$ cat config.mk
export PLATFORM = sky130hd
export DESIGN_NAME = serial_rx
export DESIGN_NICKNAME = d
export VERILOG_FILES = /design/src/rtl/serial_rx.sv
export SDC_FILE = /design/constraint.sdc
export NUM_CORES = 1
export LEC_CHECK = 0
export CAP_MARGIN = 20
export CORE_ASPECT_RATIO = 1.1
export CORE_MARGIN = 4
export CORE_UTILIZATION = 55
export CTS_CLUSTER_DIAMETER = 50
export DETAILED_ROUTE_END_ITERATION = 12
export PLACE_DENSITY = 0.78
export SLEW_MARGIN = 20
export SYNTH_ARGS = -nofsm -noshare
export SYNTH_HDL_FRONTEND = slang
export SYNTH_SLANG_ARGS = --single-unit
export TNS_END_PERCENT = 10
$ cat constraint.sdc
create_clock -name clk -period 1.9 [get_ports clk]
set_input_delay 0.38 -clock clk [delete_from_list [all_inputs] [get_ports clk]]
set_output_delay 0.38 -clock clk [all_outputs]
set_load 0.05 [all_outputs]
$ cat src/rtl/serial_rx.sv
// serial_rx: 8N1 UART receiver; rx -> o_data/o_valid (i_ready handshake), o_ferr/o_oerr one-cycle error pulses
module serial_rx #(
  parameter int CLK_FREQ  = 48_000_000,
  parameter int BAUD_RATE = 115_200
) (
  input  logic       clk,
  input  logic       rst,
  input  logic       rx,
  input  logic       i_ready,
  output logic       o_valid,
  output logic [7:0] o_data,
  output logic       o_ferr,
  output logic       o_oerr
);
  localparam int BAUD_CLKS = CLK_FREQ / BAUD_RATE;
  localparam int HALF_CLKS = BAUD_CLKS / 2;
  localparam int CW = $clog2(BAUD_CLKS);
  generate
    if (HALF_CLKS < 2) begin : g_bad
      $error("serial_rx: HALF_CLKS must be at least 2");
    end
  endgenerate
  typedef enum logic [2:0] {IDLE, START, DATA, STOP, BREAK} state_t;
  state_t st;
  logic [1:0] sync;
  logic [CW-1:0] cnt;
  logic [2:0] idx;
  logic [7:0] sh;
  logic rx_s, take, last_baud;
  assign rx_s = sync[1];
  assign take = o_valid && i_ready;
  assign last_baud = cnt == CW'(BAUD_CLKS - 1);
  always_ff @(posedge clk or posedge rst)
    if (rst) begin
      sync <= 2'b11;
      st <= IDLE;
      cnt <= '0;
      idx <= '0;
      sh <= '0;
      o_valid <= 1'b0;
      o_data <= 8'h00;
      o_ferr <= 1'b0;
      o_oerr <= 1'b0;
    end else begin
      sync <= {sync[0], rx};
      o_ferr <= 1'b0;
      o_oerr <= 1'b0;
      if (take) o_valid <= 1'b0;
      case (st)
        IDLE:
          if (!rx_s) begin
            st <= START;
            cnt <= '0;
          end
        START:
          if (cnt == CW'(HALF_CLKS - 1)) begin
            st <= rx_s ? IDLE : DATA;
            cnt <= '0;
            idx <= '0;
          end else cnt <= cnt + 1'b1;
        DATA:
          if (last_baud) begin
            sh <= {rx_s, sh[7:1]};
            cnt <= '0;
            idx <= idx + 3'd1;
            if (idx == 3'd7) st <= STOP;
          end else cnt <= cnt + 1'b1;
        STOP:
          if (last_baud) begin
            cnt <= '0;
            if (rx_s) begin
              st <= IDLE;
              if (!o_valid || i_ready) begin
                o_valid <= 1'b1;
                o_data <= sh;
              end else o_oerr <= 1'b1;
            end else begin
              st <= BREAK;
              o_ferr <= 1'b1;
            end
          end else cnt <= cnt + 1'b1;
        BREAK: if (rx_s) st <= IDLE;
        default: st <= IDLE;
      endcase
    end
endmodule

* Yosys cells after proc, flatten, opt, wreduce, memory -nomap -nowiden
Cells that the tools add are included. Widths: inputs -> output; s select.
Storage, ports and cells: bits in registers 36, bits of input ports 4, output and inout bits 11
Operators by class: add/sub/neg operators 2, equal/unequal tests 13, multiplexer cells 28, reduce and logical (&&, ||, !) cells 12
Operators with widths (count):
- $mux 3 | 9
- $mux 9 | 3
- $pmux 9 s3 | 1
- $pmux 3 s5 | 1
- $mux 1 | 12
- $ne 2x2->1 const B | 6
- $add 9x1->9 const B | 1
- $eq 9x8->1 const B | 1
- $eq 9x9->1 const B | 1
- $eq 3x2->1 const B | 2
- $eq 3x3->1 const B | 2
- $pmux 3 s2 | 1
- $reduce_and 6->1 | 1
- $reduce_and 2->1 | 2
- $reduce_and 4->1 | 1
- $add 3x1->3 const B | 1
- $eq 3x1->1 const B | 1
- $logic_not 3->1 | 1
- $reduce_and 3->1 | 1
- $reduce_bool 3->1 | 1
- $mux 2 | 1
- $reduce_bool 2->1 | 1
- $reduce_or 2->1 | 1
- $logic_and 1x1->1 | 1
- 2 further kinds | 2

* Logic depth before layout (Yosys ltp)
Gate-level depths: netlist of the first run.
depth in word-level cells 6, gate-level depth with buffers 6, gate-level depth less buffers 5

* Worst setup path before layout of the first run
No wires, ideal clock.
path type reg-to-reg, from reg cnt[0], to reg o_ferr, library setup time 0.120 ns, data arrival time 1.508 ns, setup slack 0.273 ns, stages on the path, launching flop included 6, path buffers 0, clock period less this slack 1.627 ns, path through dfrtp_1 ha_1 and4b_1 a21oi_1 nor2_2 and3_1
Between the ends: cells in the longest elaborated chain, start to end 3
RTL lines:
- start: declaration | line 26 | logic [CW-1:0] cnt;
- start signal: assignment | line 60 | end else cnt <= cnt + 1'b1;
- start signal: assignment | line 67 | end else cnt <= cnt + 1'b1;
- start signal: assignment | line 81 | end else cnt <= cnt + 1'b1;
- $eq 9x9->1 | line 32 | assign last_baud = cnt == CW'(BAUD_CLKS - 1);
- $mux 1 | line 69 | if (last_baud) begin
- $mux 1 | line 49 | case (st)
- end signal: assignment | line 42 | o_ferr <= 1'b0;
- end signal: assignment | line 46 | o_ferr <= 1'b0;
- end signal: assignment | line 79 | o_ferr <= 1'b1;
- end: declaration | line 12 | output logic o_ferr,
Every way passes these cells. A chain may end at the register's enable or synchronous reset.

* Final worst setup path of the first run
Ends and elaborated chain as after synthesis.

==> impl_metrics.env, run 1 <==
export IMPL_antenna_found_initial=0
export IMPL_drtIter0Drc=33
export IMPL_tns_ns=0
export IMPL_critPathMaxFanout=9
export IMPL_synth_edf_count=0
export IMPL_remaining_drc_errors=0
export IMPL_fin_crit_ns=1.83
export IMPL_swShare_pct=18.8
export IMPL_ir_worst_vdd_v=0.000451
export IMPL_grt_pass1_wl_mm=5.48
export IMPL_clock_latency_ns=0.34
export IMPL_syn_avg_cell_area_um2=11.5
export IMPL_vias=1201
export IMPL_endpoint_kind="flop"
export IMPL_die_h_um=66.6
export IMPL_grt_max_degree=37
export IMPL_dp_slack_ns=0.000246
export IMPL_maxSlewHeadroom_pct=66.4
export IMPL_cts_path_max_buffers=2
export IMPL_holdCritPathClass="reg2reg"
export IMPL_hold_viol_final=0
export IMPL_syn_to_final_growth_pct=17.3
export IMPL_antenna_cells=0
export IMPL_root_buffer="clkbuf_4"
export IMPL_row_count=21
export IMPL_rsz0062_at_grt="yes"
export IMPL_synth_seq_cells=36
export IMPL_synth_seq_area_share_pct=52.6
export IMPL_cts_reportedPaths_clkPinSlew_ns=0.11
export IMPL_place_inst=198
export IMPL_synthCells=150
export IMPL_min_period_over_period_pct=96.1
export IMPL_pwr_share_comb_pct=1.7
export IMPL_io_pins=15
export IMPL_setup_worst_path_start_class="flop"
export IMPL_synthDistinctLibCells=45
export IMPL_seq_area_um2=903
export IMPL_syn_nets=157
export IMPL_critPathRequiredTime_ns=2.17
export IMPL_clock_power_share_pct=42.7
export IMPL_final_common_cell="dfrtp_1"
export IMPL_layout_drive_gt1_share_pct=12.8
export IMPL_async_reset_ff_share_pct=100
export IMPL_pwr_share_seq_pct=55.6
export IMPL_vias_per_cell=5.83
export IMPL_utilization_pct=66.7
export IMPL_portBuffers=14
export IMPL_mostFrequentLayoutCells="34 x dfrtp_1, 16 x mux2_1, 13 x nand2_1"
export IMPL_slew_violations=0
export IMPL_grt_pass1_vias=1227
export IMPL_path_class="reg2reg"
export IMPL_clkSinkCount=36
export IMPL_grt_usage_pct=18.9
export IMPL_layout_setup_ws_ns=0.0735
export IMPL_tightest_slew_ns=0.503
export IMPL_dieArea_um2=4080
export IMPL_multi_input_area_um2=751
export IMPL_drt_pass1_iterations=4
export IMPL_initial_core_util_pct=56.9
export IMPL_clock_skew_ns=0.0120
export IMPL_final_fill_count=240
export IMPL_crit_arrival_ns=2.10
export IMPL_cts_buffers=5
export IMPL_nets=178
export IMPL_htree_num_levels=2
export IMPL_place_congestion=0.911
export IMPL_die_w_um=61.3
export IMPL_power_leakage_nw=1.10
export IMPL_cap_violations=0
export IMPL_internal_power_mw=1.13
export IMPL_drt_wl_total_mm=3.23
export IMPL_detail_route_wl_per_cell_um=15.7
export IMPL_p_per_area_nw_per_um2=689
export IMPL_core_area_um2=3020
export IMPL_yosys_warnings=0
export IMPL_dp_hpwl_mm=2.37
export IMPL_synth_top_flop_cell="dfrtp_1"
export IMPL_ant_nets=0
export IMPL_syn_area_um2=1720
export IMPL_switching_power_uw=261
export IMPL_layoutNonFillerInstCount=206
export IMPL_gr_total_overflow=0
export IMPL_fmax_ghz=0.547
export IMPL_cts_tree="built"
export IMPL_status="finished, final reports clean"
export IMPL_setup_viol=0
## flip-flops by register name, indices dropped and copies added (netlist names)
register,cells
sync,2
o_oerr,1
idx,3
st,3
o_valid,1
o_data,8
sh,8
cnt,9
o_ferr,1
## critical path, stage by stage, from the launching register on
cell and delay (ns):
dfrtp_1 0.41, ha_1 0.27, and3_1 0.35, a31oi_4 0.21
nor2_2 0.32, and3_1 0.22
## power groups by stage
stage / registers (mW) / clock network (mW) / logic [mW]
2_1_floorplan: 0.786 / 0 / 0.0131
3_3_place_gp: 0.787 / 0 / 0.0242
3_5_place_dp: 0.787 / 0 / 0.0247
4_1_cts: 0.772 / 0.611 / 0.0248
5_1_grt: 0.773 / 0.651 / 0.0277
6_report: 0.772 / 0.592 / 0.0237
## routing by layer
| layer | vias up | wire [um] | part of all wire (%) | global-route usage, % |
|---|---|---|---|---|
| li1 | 583 | - | - | - |
| met1 | 587 | 1360 | 42 | 21.1 |
| met2 | 24 | 1670 | 52 | 32.0 |
| met3 | 7 | 134 | 4.2 | 4.84 |
| met4 | 0 | 55 | 1.7 | 9.76 |
| met5 | - | 0 | 0 | 0 |
## final cells by class
cell class,count,share of cell area (%)
tap,34,2.11
clock buffer,7,3.23
multi-input combinational,102,37.2
timing repair buffer,19,9.81
inverter,7,1.30
sequential,36,44.8
clock inverter,1,1.49
## cells in the mapped netlist (2+ instances only)
library cell	number	share of area, %
dfstp_2	2	3.1
nor2_1	11	2.4
buf_4	3	1.3
a21oi_1	5	1.5
nand2_1	13	2.8
o211ai_1	3	1.3
a22oi_1	2	0.87
nand2b_1	2	0.73
o21ai_1	6	1.7
nor2b_1	2	0.73
and4b_1	3	1.7
nand3_1	5	1.5
ha_1	3	2.2
and3_1	3	1.1
inv_1	7	1.5
dfrtp_1	34	50
mux2_1	16	10
mux2i_1	3	1.7
## repair_timing
action,4_1_cts,5_1_grt
setup endpoints to repair,2,20
buffers inserted,0,0
hold buffers,0,0
gates resized for setup,2,10
## cells by family after synthesis
logic type	Yosys count	share of synthesized area [%]
XOR/XNOR	1	0.510
AO/OA/AOI/OAI	29	12.7
adder cells (fa/ha/maj)	3	2.19
flip-flops	36	52.6
AND/OR/NAND/NOR	50	16.0
multiplexers	19	12.2
buffers and inverters	12	3.79
## per-stage QoR
step | cell area, um^2 | power [mW] | hold slack [ns]
after global placement | 1900 | 0.811 | 0.345
final | 2020 | 1.39 | 0.363
after floorplan | 1720 | 0.799 | 0.345
after detailed placement | 1900 | 0.812 | 0.347
after global routing | 2020 | 1.45 | 0.378
after CTS | 1990 | 1.41 | 0.365
## final timing paths
kind	start	to	slack [ns]	depth (start not counted)
setup reg to reg	cnt[0]	o_ferr	0.07	5
max in group asynchronous	rst	cnt[4]	1.13	3
min in group asynchronous	rst	o_oerr	0.43	3
hold / removal	sync[0]	sync[1]	0.36	0
hold reg to reg	sync[0]	sync[1]	0.36	0
setup / recovery	cnt[0]	o_ferr	0.07	5
Power figures use the tool's default switching activity.
==> run 2, diff against run 1 <==
==> constraint.sdc (replaced) <==
create_clock -name clk -period 1.9 [get_ports clk]
set_input_delay 0.38 -clock clk [delete_from_list [all_inputs] [get_ports clk]]
set_output_delay 0.38 -clock clk [all_outputs]
set_load 0.005 [all_outputs]
==> run 2 against run 1 <==
  * Non-clock buffer count did not move
  * Largest power group unchanged
  * Worst hold slack hardly changed
  * Cell count stayed put
==> impl_metrics.env, run 2 (same netlist as run 1, synthesis figures left out) <==
export IMPL_place_congestion=0.911
export IMPL_p_per_area_nw_per_um2=696
export IMPL_setup_viol=0
export IMPL_dieArea_um2=4080
export IMPL_initial_core_util_pct=56.9
export IMPL_cts_tree="built"
export IMPL_ir_worst_vdd_v=0.000451
export IMPL_maxSlewHeadroom_pct=67.2
export IMPL_vias_per_cell=5.83
export IMPL_vias=1200
export IMPL_dp_hpwl_mm=2.37
export IMPL_die_w_um=61.3
export IMPL_htree_num_levels=2
export IMPL_clock_latency_ns=0.34
export IMPL_grt_pass1_vias=1227
export IMPL_fin_crit_ns=1.83
export IMPL_clock_skew_ns=0.0120
export IMPL_core_area_um2=3020
export IMPL_layout_setup_ws_ns=0.0735
export IMPL_io_pins=15
export IMPL_endpoint_kind="flop"
export IMPL_crit_arrival_ns=2.10
export IMPL_largest_register_ffs=9
export IMPL_clkSinkCount=36
export IMPL_cts_buffers=5
export IMPL_path_class="reg2reg"
export IMPL_critPathMaxFanout=9
export IMPL_regMostFlops="cnt"
export IMPL_cts_reportedPaths_clkPinSlew_ns=0.11
export IMPL_drt_wl_total_mm=3.21
export IMPL_grt_usage_pct=18.9
export IMPL_cap_violations=0
export IMPL_holdCritPathClass="reg2reg"
export IMPL_detail_route_wl_per_cell_um=15.6
export IMPL_hold_viol_final=0
export IMPL_final_common_cell="dfrtp_1"
export IMPL_grt_max_degree=37
export IMPL_rsz0062_at_grt="yes"
export IMPL_drt_pass1_iterations=4
export IMPL_portBuffers=14
export IMPL_mostFrequentLayoutCells="34 x dfrtp_1, 16 x mux2_1, 14 x clkdlybuf4s50_1"
export IMPL_remaining_drc_errors=0
export IMPL_tightest_slew_ns=0.488
export IMPL_critPathRequiredTime_ns=2.17
export IMPL_power_leakage_nw=0.921
export IMPL_cts_path_max_buffers=2
export IMPL_antenna_cells=0
export IMPL_status="finished, final reports clean"
export IMPL_slew_violations=0
export IMPL_root_buffer="clkbuf_4"
export IMPL_grt_pass1_wl_mm=5.48
export IMPL_cts_setup_buffers=0
export IMPL_fmax_ghz=0.547
export IMPL_gr_total_overflow=0
export IMPL_row_count=21
export IMPL_syn_to_final_growth_pct=16.2
export IMPL_tns_ns=0
export IMPL_antenna_found_initial=0
export IMPL_reg_largest_list="cnt (9), o_data (8), sh (8)"
export IMPL_min_period_over_period_pct=96.1
export IMPL_dp_slack_ns=0.000246
export IMPL_layout_drive_gt1_share_pct=12.8
export IMPL_setup_worst_path_start_class="flop"
export IMPL_nets=178
export IMPL_die_h_um=66.6
export IMPL_drtIter0Drc=35
export IMPL_ant_nets=0
run 2: changes by cell type in the layout (fill, tap and decap cells not counted), sizes merged:
cell	before	now
dlymetal6s2s	9	0
clkdlybuf4s50	3	14
dlygate4sd2	2	0
run 2: per-stage QoR:
step           std cells  instance area, um^2  hold WS [ns]  power (mW)  util [%]
2_1_floorplan        150                 1720         0.345       0.799         -
3_3_place_gp         198                 1900         0.345       0.811      62.9
3_5_place_dp         198                 1900         0.347       0.812      62.9
4_1_cts              206                 1990         0.365        1.41      66.0
5_1_grt              206                 2000         0.378        1.45      66.0
6_report             206                 2000         0.363        1.39      66.0
run 2: layout make-up:
| type | count | area [um^2] |
|---|---|---|
| Clock inverter | 1 | 30.0 |
| Inverter | 7 | 26.3 |
| Clock buffer | 7 | 65.1 |
| Tap cell | 34 | 42.5 |
| Fill cell | 247 | 1030 |
| Timing Repair Buffer | 19 | 178 |
| Multi-Input combinational cell | 102 | 751 |
| Sequential cell | 36 | 903 |
run 2: timing repair:
| item | 4_1_cts | 5_1_grt |
|---|---|---|
| resized for setup | 0 | 1 |
| setup endpoints to repair | 0 | 11 |
| endpoints found under the hold margin | 0 | 0 |
| hold buffers | 0 | 0 |
run 2: worst paths after layout:
check,slack (ns),end,start,depth (start not counted)
max in group asynchronous,1.13,cnt[4],rst,3
worst min-delay path,0.36,sync[1],sync[0],0
worst min register to register,0.36,sync[1],sync[0],0
worst max register to register,0.07,o_ferr,cnt[0],5
min in group asynchronous,0.43,o_oerr,rst,3
worst max-delay path,0.07,o_ferr,cnt[0],5
run 2: per-layer routing:
metal	wire (um)	part of all wire, %	track usage [%]
met1	1360	42	21.1
met5	0	0	0
met3	121	3.8	4.84
met4	55	1.7	9.76
met2	1670	52	32.0
run 2: report_power, final:
group | internal (mW) | switching [mW]
Clock | 0.349 | 0.243
Combinational | 0.00791 | 0.0158
Sequential | 0.770 | 0.00254
run 2: critical path, stage by stage, from the launching register on:
cell	delay, ns
dfrtp_1	0.41
ha_1	0.27
and3_1	0.35
a31oi_4	0.21
nor2_2	0.32
and3_1	0.22
